$ cat src/rtl/capture_pkg.sv
// ============================================================================
// Module      : capture_pkg
// Description : Shared FSM state encoding and default frame geometry for the
//               trigger capture block.
// Revision    : 1.0 - initial release
// ============================================================================
`default_nettype none

package capture_pkg;

  // Default geometry follows the 16-bit XADC sample path of the filter chain.
  localparam int CAP_DATA_SIZE = 16;
  localparam int CAP_DEPTH     = 256;
  localparam int CAP_ADDR_SIZE = 8;

  typedef enum logic [2:0] {
    ST_IDLE      = 3'd0,
    ST_PRE       = 3'd1,
    ST_WAIT_TRIG = 3'd2,
    ST_POST      = 3'd3,
    ST_DONE      = 3'd4
  } state_t;

  // True for the states in which incoming samples are stored.
  function automatic logic is_capturing(input state_t st);
    return (st == ST_PRE) || (st == ST_WAIT_TRIG) || (st == ST_POST);
  endfunction

endpackage

`default_nettype wire

$ cat src/rtl/capture_ram.sv
// ============================================================================
// Module      : capture_ram
// Description : Simple dual-port frame buffer; one write port, one read port
//               with a registered output (BRAM-inferable).
// Revision    : 1.0 - initial release
// ============================================================================
`default_nettype none

module capture_ram #(
  parameter int DATA_SIZE = 16,
  parameter int ADDR_SIZE = 8
) (
  input  logic                 clk,
  input  logic                 rst,
  input  logic                 wr_en_i,
  input  logic [ADDR_SIZE-1:0] wr_addr_i,
  input  logic [DATA_SIZE-1:0] wr_data_i,
  input  logic [ADDR_SIZE-1:0] rd_addr_i,
  output logic [DATA_SIZE-1:0] rd_data_o
);

  localparam int RAM_WORDS = 1 << ADDR_SIZE;

  logic [DATA_SIZE-1:0] mem_q [RAM_WORDS];
  logic [DATA_SIZE-1:0] rd_data_q;

  // Write port; storage is deliberately left out of reset.
  always_ff @(posedge clk) begin
    if (wr_en_i) begin
      mem_q[wr_addr_i] <= wr_data_i;
    end
  end

  // Registered read port; only the output register is cleared by reset.
  always_ff @(posedge clk) begin
    if (!rst) begin
      rd_data_q <= '0;
    end else begin
      rd_data_q <= mem_q[rd_addr_i];
    end
  end

  assign rd_data_o = rd_data_q;

endmodule

`default_nettype wire

$ cat src/rtl/trigger_capture.sv
// ============================================================================
// Module      : trigger_capture
// Description : Level/edge triggered frame capture with programmable
//               pre-trigger depth, force trigger and logical read-out.
// Revision    : 1.0 - initial release
// ============================================================================
`default_nettype none

module trigger_capture
  import capture_pkg::*;
#(
  parameter int DATA_SIZE = CAP_DATA_SIZE,
  parameter int DEPTH     = CAP_DEPTH,
  parameter int ADDR_SIZE = CAP_ADDR_SIZE
) (
  input  logic                 clk,
  input  logic                 rst,
  input  logic                 sample_valid,
  input  logic [DATA_SIZE-1:0] sample,
  input  logic                 arm,
  input  logic                 force_trig,   // pulse; trigger without a level crossing
  input  logic [DATA_SIZE-1:0] trig_level,
  input  logic                 trig_edge,
  input  logic [ADDR_SIZE-1:0] pretrig,
  input  logic [ADDR_SIZE-1:0] rd_addr,
  output logic [DATA_SIZE-1:0] rd_data,
  output logic                 busy,
  output logic                 triggered,
  output logic                 frame_ready
);

  // Samples following the trigger when pretrig is zero (DEPTH-1).
  localparam logic [ADDR_SIZE-1:0] c_post_max = ADDR_SIZE'(DEPTH - 1);

  state_t               state_q, state_d;
  logic [DATA_SIZE-1:0] level_q, level_d;
  logic                 edge_q, edge_d;
  logic [ADDR_SIZE-1:0] pretrig_q, pretrig_d;
  logic [ADDR_SIZE-1:0] wr_ptr_q, wr_ptr_d;
  logic [ADDR_SIZE-1:0] start_q, start_d;
  logic [ADDR_SIZE-1:0] pre_cnt_q, pre_cnt_d;
  logic [ADDR_SIZE-1:0] post_cnt_q, post_cnt_d;
  logic [DATA_SIZE-1:0] prev_q, prev_d;
  logic                 prev_valid_q, prev_valid_d;
  logic                 force_pending_q, force_pending_d;
  logic                 triggered_q, triggered_d;
  logic                 busy_q;
  logic                 frame_ready_q;

  logic                 w_accept;
  logic                 w_rise;
  logic                 w_fall;
  logic                 w_trig;
  logic [ADDR_SIZE-1:0] w_pre_next;
  logic [ADDR_SIZE-1:0] w_post_len;
  logic [ADDR_SIZE-1:0] w_rd_phys;

  // Arm has priority over an incoming sample on the same cycle.
  assign w_accept   = sample_valid && !arm && is_capturing(state_q);
  assign w_rise     = (prev_q < level_q) && (sample >= level_q);
  assign w_fall     = (prev_q > level_q) && (sample <= level_q);
  assign w_trig     = w_accept && (state_q == ST_WAIT_TRIG) &&
                      (force_pending_q || (prev_valid_q && (edge_q ? w_fall : w_rise)));
  assign w_pre_next = pre_cnt_q + 1'b1;
  assign w_post_len = c_post_max - pretrig_q;
  assign w_rd_phys  = start_q + rd_addr;

  // Next-state computation for the capture FSM and its datapath registers.
  always_comb begin
    state_d         = state_q;
    level_d         = level_q;
    edge_d          = edge_q;
    pretrig_d       = pretrig_q;
    wr_ptr_d        = wr_ptr_q;
    start_d         = start_q;
    pre_cnt_d       = pre_cnt_q;
    post_cnt_d      = post_cnt_q;
    prev_d          = prev_q;
    prev_valid_d    = prev_valid_q;
    force_pending_d = force_pending_q;
    triggered_d     = triggered_q;

    if (arm) begin
      level_d         = trig_level;
      edge_d          = trig_edge;
      pretrig_d       = pretrig;
      pre_cnt_d       = '0;
      prev_valid_d    = 1'b0;
      force_pending_d = 1'b0;
      triggered_d     = 1'b0;
      state_d         = (pretrig == '0) ? ST_WAIT_TRIG : ST_PRE;
    end else begin
      if (force_trig && ((state_q == ST_PRE) || (state_q == ST_WAIT_TRIG))) begin
        force_pending_d = 1'b1;
      end
      if (w_accept) begin
        wr_ptr_d     = wr_ptr_q + 1'b1;
        prev_d       = sample;
        prev_valid_d = 1'b1;
        case (state_q)
          ST_PRE: begin
            pre_cnt_d = w_pre_next;
            if (w_pre_next == pretrig_q) begin
              state_d = ST_WAIT_TRIG;
            end
          end
          ST_WAIT_TRIG: begin
            if (w_trig) begin
              // Frame starts pretrig slots behind the trigger sample's slot.
              start_d         = wr_ptr_q - pretrig_q;
              triggered_d     = 1'b1;
              force_pending_d = 1'b0;
              post_cnt_d      = w_post_len;
              state_d         = (w_post_len == '0) ? ST_DONE : ST_POST;
            end
          end
          ST_POST: begin
            post_cnt_d = post_cnt_q - 1'b1;
            if (post_cnt_q == {{(ADDR_SIZE-1){1'b0}}, 1'b1}) begin
              state_d = ST_DONE;
            end
          end
          default: ;
        endcase
      end
    end
  end

  // State and datapath registers; status outputs are registered from next state.
  always_ff @(posedge clk) begin
    if (!rst) begin
      state_q         <= ST_IDLE;
      level_q         <= '0;
      edge_q          <= 1'b0;
      pretrig_q       <= '0;
      wr_ptr_q        <= '0;
      start_q         <= '0;
      pre_cnt_q       <= '0;
      post_cnt_q      <= '0;
      prev_q          <= '0;
      prev_valid_q    <= 1'b0;
      force_pending_q <= 1'b0;
      triggered_q     <= 1'b0;
      busy_q          <= 1'b0;
      frame_ready_q   <= 1'b0;
    end else begin
      state_q         <= state_d;
      level_q         <= level_d;
      edge_q          <= edge_d;
      pretrig_q       <= pretrig_d;
      wr_ptr_q        <= wr_ptr_d;
      start_q         <= start_d;
      pre_cnt_q       <= pre_cnt_d;
      post_cnt_q      <= post_cnt_d;
      prev_q          <= prev_d;
      prev_valid_q    <= prev_valid_d;
      force_pending_q <= force_pending_d;
      triggered_q     <= triggered_d;
      busy_q          <= is_capturing(state_d);
      frame_ready_q   <= (state_d == ST_DONE);
    end
  end

  capture_ram #(
    .DATA_SIZE (DATA_SIZE),
    .ADDR_SIZE (ADDR_SIZE)
  ) u_ram (
    .clk       (clk),
    .rst       (rst),
    .wr_en_i   (w_accept),
    .wr_addr_i (wr_ptr_q),
    .wr_data_i (sample),
    .rd_addr_i (w_rd_phys),
    .rd_data_o (rd_data)
  );

  assign busy        = busy_q;
  assign triggered   = triggered_q;
  assign frame_ready = frame_ready_q;

endmodule

`default_nettype wire
$ cat config.mk
export PLATFORM = sky130hd
export DESIGN_NAME = trigger_capture
export DESIGN_NICKNAME = d
export VERILOG_FILES = /design/src/rtl/capture_pkg.sv /design/src/rtl/capture_ram.sv /design/src/rtl/trigger_capture.sv
export SDC_FILE = /design/constraint.sdc
export NUM_CORES = 2
export LEC_CHECK = 0
export CORE_MARGIN = 1.5
export CORE_UTILIZATION = 55
export DETAILED_ROUTE_END_ITERATION = 10
export PLACE_DENSITY = 0.71
export SYNTH_ARGS = -nofsm -noshare
export SYNTH_HDL_FRONTEND = slang
export SYNTH_SLANG_ARGS = --single-unit
$ cat constraint.sdc
create_clock -name clk -period 4.65 [get_ports clk]
set_input_delay 0.6975 -clock clk [delete_from_list [all_inputs] [get_ports clk]]
set_output_delay 0.6975 -clock clk [all_outputs]
set_load 0.01 [all_outputs]
== Word level (Yosys, flattened, before mapping) ==
Memories as Yosys holds them, arrays and structs flattened. A register that Yosys moved wholly into a read port is not among the register bits.
Cells that the tools add are included.

* $add $sub $neg: 6
* Multipliers: 0
* Div/mod/pow operators: 0
* $lt $le $gt $ge: 4
* Eq/ne operators: 10
* Shift-type cells: 0
* Multiplexer cells: 17
* Bitwise operators: 2
* Reduce and logical (&&, ||, !) cells: 24

{| class="wikitable"
|+ Operators by type and width
! kind !! number
|-
| two-way mux 3 bit || 6
|-
| adder 8 x 1 -> 8 bit, second input constant || 2
|-
| greater-or-equal comparator 16 bit || 1
|-
| > comparator 16 bit || 1
|-
| <= comparator 16 bit || 1
|-
| zero test 8 bit || 2
|-
| < comparator 16 bit || 1
|-
| one-hot mux 8 bit (2 select lines) || 1
|-
| equality test 3 x 2 -> 1 bit, second input constant || 4
|-
| one-hot mux 3 bit (3 select lines) || 1
|-
| adder 8 bit || 1
|-
| equality test 8 x 1 -> 1 bit, second input constant || 1
|-
| equality test 8 bit || 1
|-
| logical AND 1 bit || 8
|-
| two-way mux 8 bit || 1
|-
| AND reduction 4 bit || 2
|-
| subtractor 8 x 1 -> 8 bit, second input constant || 1
|-
| subtractor 8 bit || 1
|-
| subtractor 8 bit, first input constant || 1
|-
| two-way mux 1 bit || 7
|-
| equality test 3 x 1 -> 1 bit, second input constant || 2
|-
| logical OR 1 bit || 5
|-
| AND reduction 2 bit || 2
|-
| equality test 3 bit, second input constant || 1
|-
| 7 further kinds || 9
|}

* Flip-flop bits (word level): 81
* Bits in latches: 0
* RAM bits: 4096
* Bits in read-only memories: 0
* Bits of input ports: 54
* Output and inout port bits: 19
* Word-level logic and storage cells: 78
* Memories kept: 1

{| class="wikitable"
|+ Memories
! memory !! words !! bits a word !! read ports !! clocked after Yosys merged registers in !! write ports !! RTL line !! text
|-
| u_ram.mem_q || 256 || 16 || 1 || 1 || 1 || capture_ram.sv:24 || <nowiki>logic [DATA_SIZE-1:0] mem_q [RAM_WORDS];</nowiki>
|}

== Longest topological paths before layout ==
* Word-level depth: 13
* Depth in mapped cells: 12
* Mapped depth without buffers: 11

== Modules after synthesis ==
Synthesis repeated with hierarchy kept, for this count alone.

* Cells, all modules: 7912
* Area, all modules: 163713.3 µm²

{| class="wikitable"
|+ Modules (own cells, without submodules)
! module !! instances !! cells each !! area an instance (µm²) !! sequential area each (µm²)
|-
| capture_ram || 1 || 7303 || 158673.4 || 123318.3
|-
| trigger_capture || 1 || 609 || 5039.8 || 1621.6
|}

== Least setup slack after synthesis ==
No wires, ideal clock.

* Path kind: input-to-reg
* Start: input port rd_addr[0]
* End: register u_ram.rd_data_q[3] (netlist: u_ram.rd_data_o[3]) (read register of u_ram.mem_q)
* Library setup time: 138 ps
* Arrival: 3597 ps
* Data required time: 4512 ps
* Path slack: 916 ps
* Stages: 12
* Buffers on the path: 4
* Cells stage by stage: ha_1 -> fa_1 -> buf_2 -> buf_2 -> buf_1 -> buf_1 -> mux4_2 -> mux4_2 -> mux2i_1 -> mux2i_1 -> a32oi_1 -> o221ai_1

* Cells in the longest elaborated chain, start to end: 1

{| class="wikitable"
|+ Ends and longest elaborated chain
! element !! RTL line !! text
|-
| start, declared || trigger_capture.sv:25 || <nowiki>input logic [ADDR_SIZE-1:0] rd_addr,</nowiki>
|-
| adder 8 bit || trigger_capture.sv:66 || <nowiki>assign w_rd_phys = start_q + rd_addr;</nowiki>
|-
| end, declared || capture_ram.sv:25 || <nowiki>logic [DATA_SIZE-1:0] rd_data_q;</nowiki>
|}

No other way between the ends.
A chain may end at the register's enable or synchronous reset.

== Worst setup path after layout ==
* Start: register start_q[0]
* End: register u_ram.rd_data_q[15] (netlist: u_ram.rd_data_o[15]) (read register of u_ram.mem_q)

* Cells in the longest elaborated chain, start to end: 1

{| class="wikitable"
|+ Ends and longest elaborated chain
! element !! RTL line !! text
|-
| start, declared || trigger_capture.sv:40 || <nowiki>logic [ADDR_SIZE-1:0] start_q, start_d;</nowiki>
|-
| start signal, assigned || trigger_capture.sv:152 || <nowiki>start_q <= start_d;</nowiki>
|-
| adder 8 bit || trigger_capture.sv:66 ||
|}

No other way between the ends.

==> results.md <==
* Seq pwr share at 53.1%
* Fraction of registers with async set/reset at 0%
* Die X at 546 um
* DRT iter0 DRCs at 11.8k
* CP Data Required Time at 5.43 ns
* Avg Cell Area, Syn at 23.0 um^2
* Yosys Warn Count at 0
* Top cells by count, synth: edfxtp_1, mux4_2, nor2_1
* Post-synth EDFFs at 4,096
* Routed len/inst at 34.3 um
* Max_cap viols at 0
* TritonRoute pass-1 iters at 6
* Worst Hold End: u_ram.mem_q[33][8]
* R2R Setup Slk at 0.25 ns
* Setup Skew at 0.0798 ns
* GR Util All Layers at 27.6%
* Aggregate global routing overflow at 0
* P per Cell Area at 422 nW/um^2
* Initial core utilization at 55.2%
* Num CTS Buffers at 408
* Top-count cell post-synth: edfxtp_1
* Clk_lat worst skew at 0.95 ns
* Synth top area cells: edfxtp_1, mux4_2, dfxtp_1
* Leading area contributor after synthesis: edfxtp_1
* Die Ht at 546 um
* Worst path arrival time at 5.18 ns
* CTS Buffer Depth at 4
* Max-slew violations at 0
* Critical R2R Launch: start_q[0]
* Setup-failing EPs final at 0
* Share of layout cells above drive strength 1 at 32.1%
* Synth top area share at 75.9%
* R2R cell count at 12
* Part of the power in combinational logic at 5.3%
* Post-CTS setup buffers at 0
* Clock transition at path regs at 0.06 ns
* Ports at 73
* Slew HR at 7.88%
* Core area at 294,000 um^2
* Port bufs at 72
* Largest net degree at the start of global routing at 204
* VDD IR-drop max at 0.389 mV
* Kind of critical path: reg -> reg
* CTS tree: done
* Sw Pwr at 16.5 mW
* Hold slack final at 0.0672 ns
* Initial antenna violation count at 15
* Pre-CTS WS at -0.538 ns
* Vias at 79.1k
* Crit path max fanout at 35
* Static Leak at 58.9 nW
* Post-CTS sizing at 0
* Min-delay src: sample[8]
* Dpl hpwl at 243 mm
* Sequential-to-total area share from yosys stat at 77.1%
* RSZ-0062 raised after global routing: false
* Slowest CP cell: fa_4
* Mapped Cells at 7,031
* # DRC at 0
* Tot Pwr at 78.3 mW
* # rows at 199
* Finished Core Util at 63.1%
* Total wire length at 412 mm
* Setup_tns at 0 ns
* Post-route ant nets at 0
* Period utilization at 94.6%
* Drt via density at 6.58
* Crit. End Element: flop
* Setup ws final at 0.252 ns
* Post-Synthesis Cell Area at 162,000 um^2
* Net count after synthesis at 7,140
* Number of global-route vias before repair at 79.3k
* R2R Path End: u_ram.rd_data_o[15]
* P_int at 61.8 mW
* Hold Buf Count CTS at 0
* Fill count at 18.9k
* Clock Tree Root: clkbuf_16
* Ys flop type: edfxtp_1
* Hold Fails Final Rpt at 0
* First-pass GRT wire length at 585 mm
* Peak Freq at 227 MHz
* Switch share at 21.1%
* Crit start category: flop
* Worst-Margin Slew at 1.38 ns
* Layout area overhead at 14.4%
* H-tree depth at 5
* Clock power share at 41.7%
* #FFs+latches synth at 4,193
* Status: complete, no violations
* Worst path max stage delay at 0.83 ns
* Distinct cell type count after synthesis at 58
* Hold Path Cell Cnt at 1
* Tmin final at 4.40 ns
* Worst min path class: in -> reg
* Sink Count at 4,193
* Critical-path cell list: ha_4 -> fa_4 -> buf_12 -> buf_12 -> mux4_2 -> mux4_2 -> mux2i_1 -> buf_4 -> mux2i_1 -> a32oi_1 -> buf_4 -> o221ai_1
* DIE AREA at 298,000 um^2
* Layout Nets at 7,862
* RD Place Congestion at 0.881
power groups by stage:
stage | clock (mW) | combinational [mW] | sequential, mW
2_1_floorplan | 0 | 2.07 | 42.3
3_3_place_gp | 0 | 4.00 | 42.3
3_5_place_dp | 0 | 4.08 | 42.4
4_1_cts | 32.9 | 4.11 | 41.5
5_1_grt | 34.3 | 4.30 | 41.5
6_report | 32.6 | 4.11 | 41.6
stage by stage:
| step | instance area [um^2] | instances |
|---|---|---|
| after detailed placement | 172000 | 11262 |
| after global routing | 185000 | 12005 |
| final | 185000 | 12010 |
| after CTS | 185000 | 12000 |
| after floorplan | 162000 | 7031 |
| after global placement | 172000 | 11262 |
worst max path at each step:
stage | from | endpoint | slack (ns)
after floorplan | rd_addr[0] | u_ram.rd_data_o[3] | 0.92
after global placement | rd_addr[0] | u_ram.rd_data_o[15] | -0.59
after detailed placement | rd_addr[0] | u_ram.rd_data_o[15] | -0.54
after CTS | start_q[0] | u_ram.rd_data_o[15] | 0.28
after global routing | start_q[0] | u_ram.rd_data_o[2] | 0.27
final | start_q[0] | u_ram.rd_data_o[15] | 0.25
state kept, by name (all words and copies together), names as in the netlist:
signal,cells
post_cnt_q,8
prev_q,16
edge_q,1
u_ram.mem_q,4096
level_q,16
wr_ptr_q,8
pretrig_q,8
u_ram.rd_data_o,16
start_q,8
busy,1
prev_valid_q,1
triggered,1
pre_cnt_q,8
force_pending_q,1
frame_ready,1
state_q,3
critical path, delay by kind of cell (launching register included):
kind	cells	cell delay [ns]
multiplexers	4	1.39
adder cells (fa/ha/maj)	2	1.00
buffers and inverters	4	0.89
AO/OA/AOI/OAI	2	0.51
flip-flops	1	0.34
cells in the final DEF (no fill, tap or decap), types with 8 or more instances in the layout:
cell type | synthesis | routed
a21o_1 | 9 | 9
a21oi_1 | 114 | 114
a32oi_1 | 17 | 17
buf_12 | 0 | 96
buf_4 | 14 | 530
buf_8 | 0 | 15
bufinv_16 | 0 | 36
clkbuf_1 | 195 | 91
clkbuf_16 | 0 | 413
clkbuf_8 | 0 | 18
clkdlybuf4s50_1 | 0 | 55
clkinv_1 | 0 | 64
clkinv_2 | 0 | 81
clkinvlp_4 | 0 | 9
dfxtp_1 | 97 | 97
diode_2 | 0 | 10
edfxtp_1 | 4096 | 4096
ha_1 | 53 | 52
inv_1 | 41 | 40
mux2i_1 | 112 | 112
mux4_2 | 1280 | 1280
nand2_1 | 291 | 275
nand2_2 | 0 | 16
nand3_1 | 16 | 16
nand4_1 | 14 | 14
nor2_1 | 328 | 275
nor2_2 | 0 | 53
nor2b_1 | 14 | 14
nor3_1 | 9 | 8
o21ai_0 | 17 | 17
o221ai_1 | 16 | 16
xnor2_1 | 22 | 17
xor2_1 | 15 | 14
per-layer routing:
metal,vias to the layer above,routed length (um),global-route usage (%)
met2,4865,197000,43.2
met1,42292,155000,39.1
li1,31180,-,-
met4,10,16500,10.0
met3,710,43500,5.79
met5,-,313,0
cell type report:
| type | count | area (um^2) | share of cell area [%] |
|---|---|---|---|
| Sequential cell | 4193 | 125000 | 67.4 |
| Multi-Input combinational cell | 2411 | 35500 | 19.1 |
| Clock buffer | 525 | 10900 | 5.90 |
| Timing Repair Buffer | 698 | 6700 | 3.61 |
| Tap cell | 3919 | 4900 | 2.65 |
| Clock inverter | 213 | 2200 | 1.19 |
| Inverter | 41 | 154 | 0.0830 |
| Antenna cell | 10 | 25.0 | 0.0135 |
kinds of logic after synthesis:
group,Yosys count,share of synthesized area (%)
AOI/OAI and AO/OA,219,0.850
DFF,4193,77.1
buffers and inverters,427,1.16
xor gates and xnor gates,37,0.200
adders and majority gates,55,0.434
muxes,1392,18.5
and+or+nand+nor,708,1.77
Power figures use the tool's default switching activity.
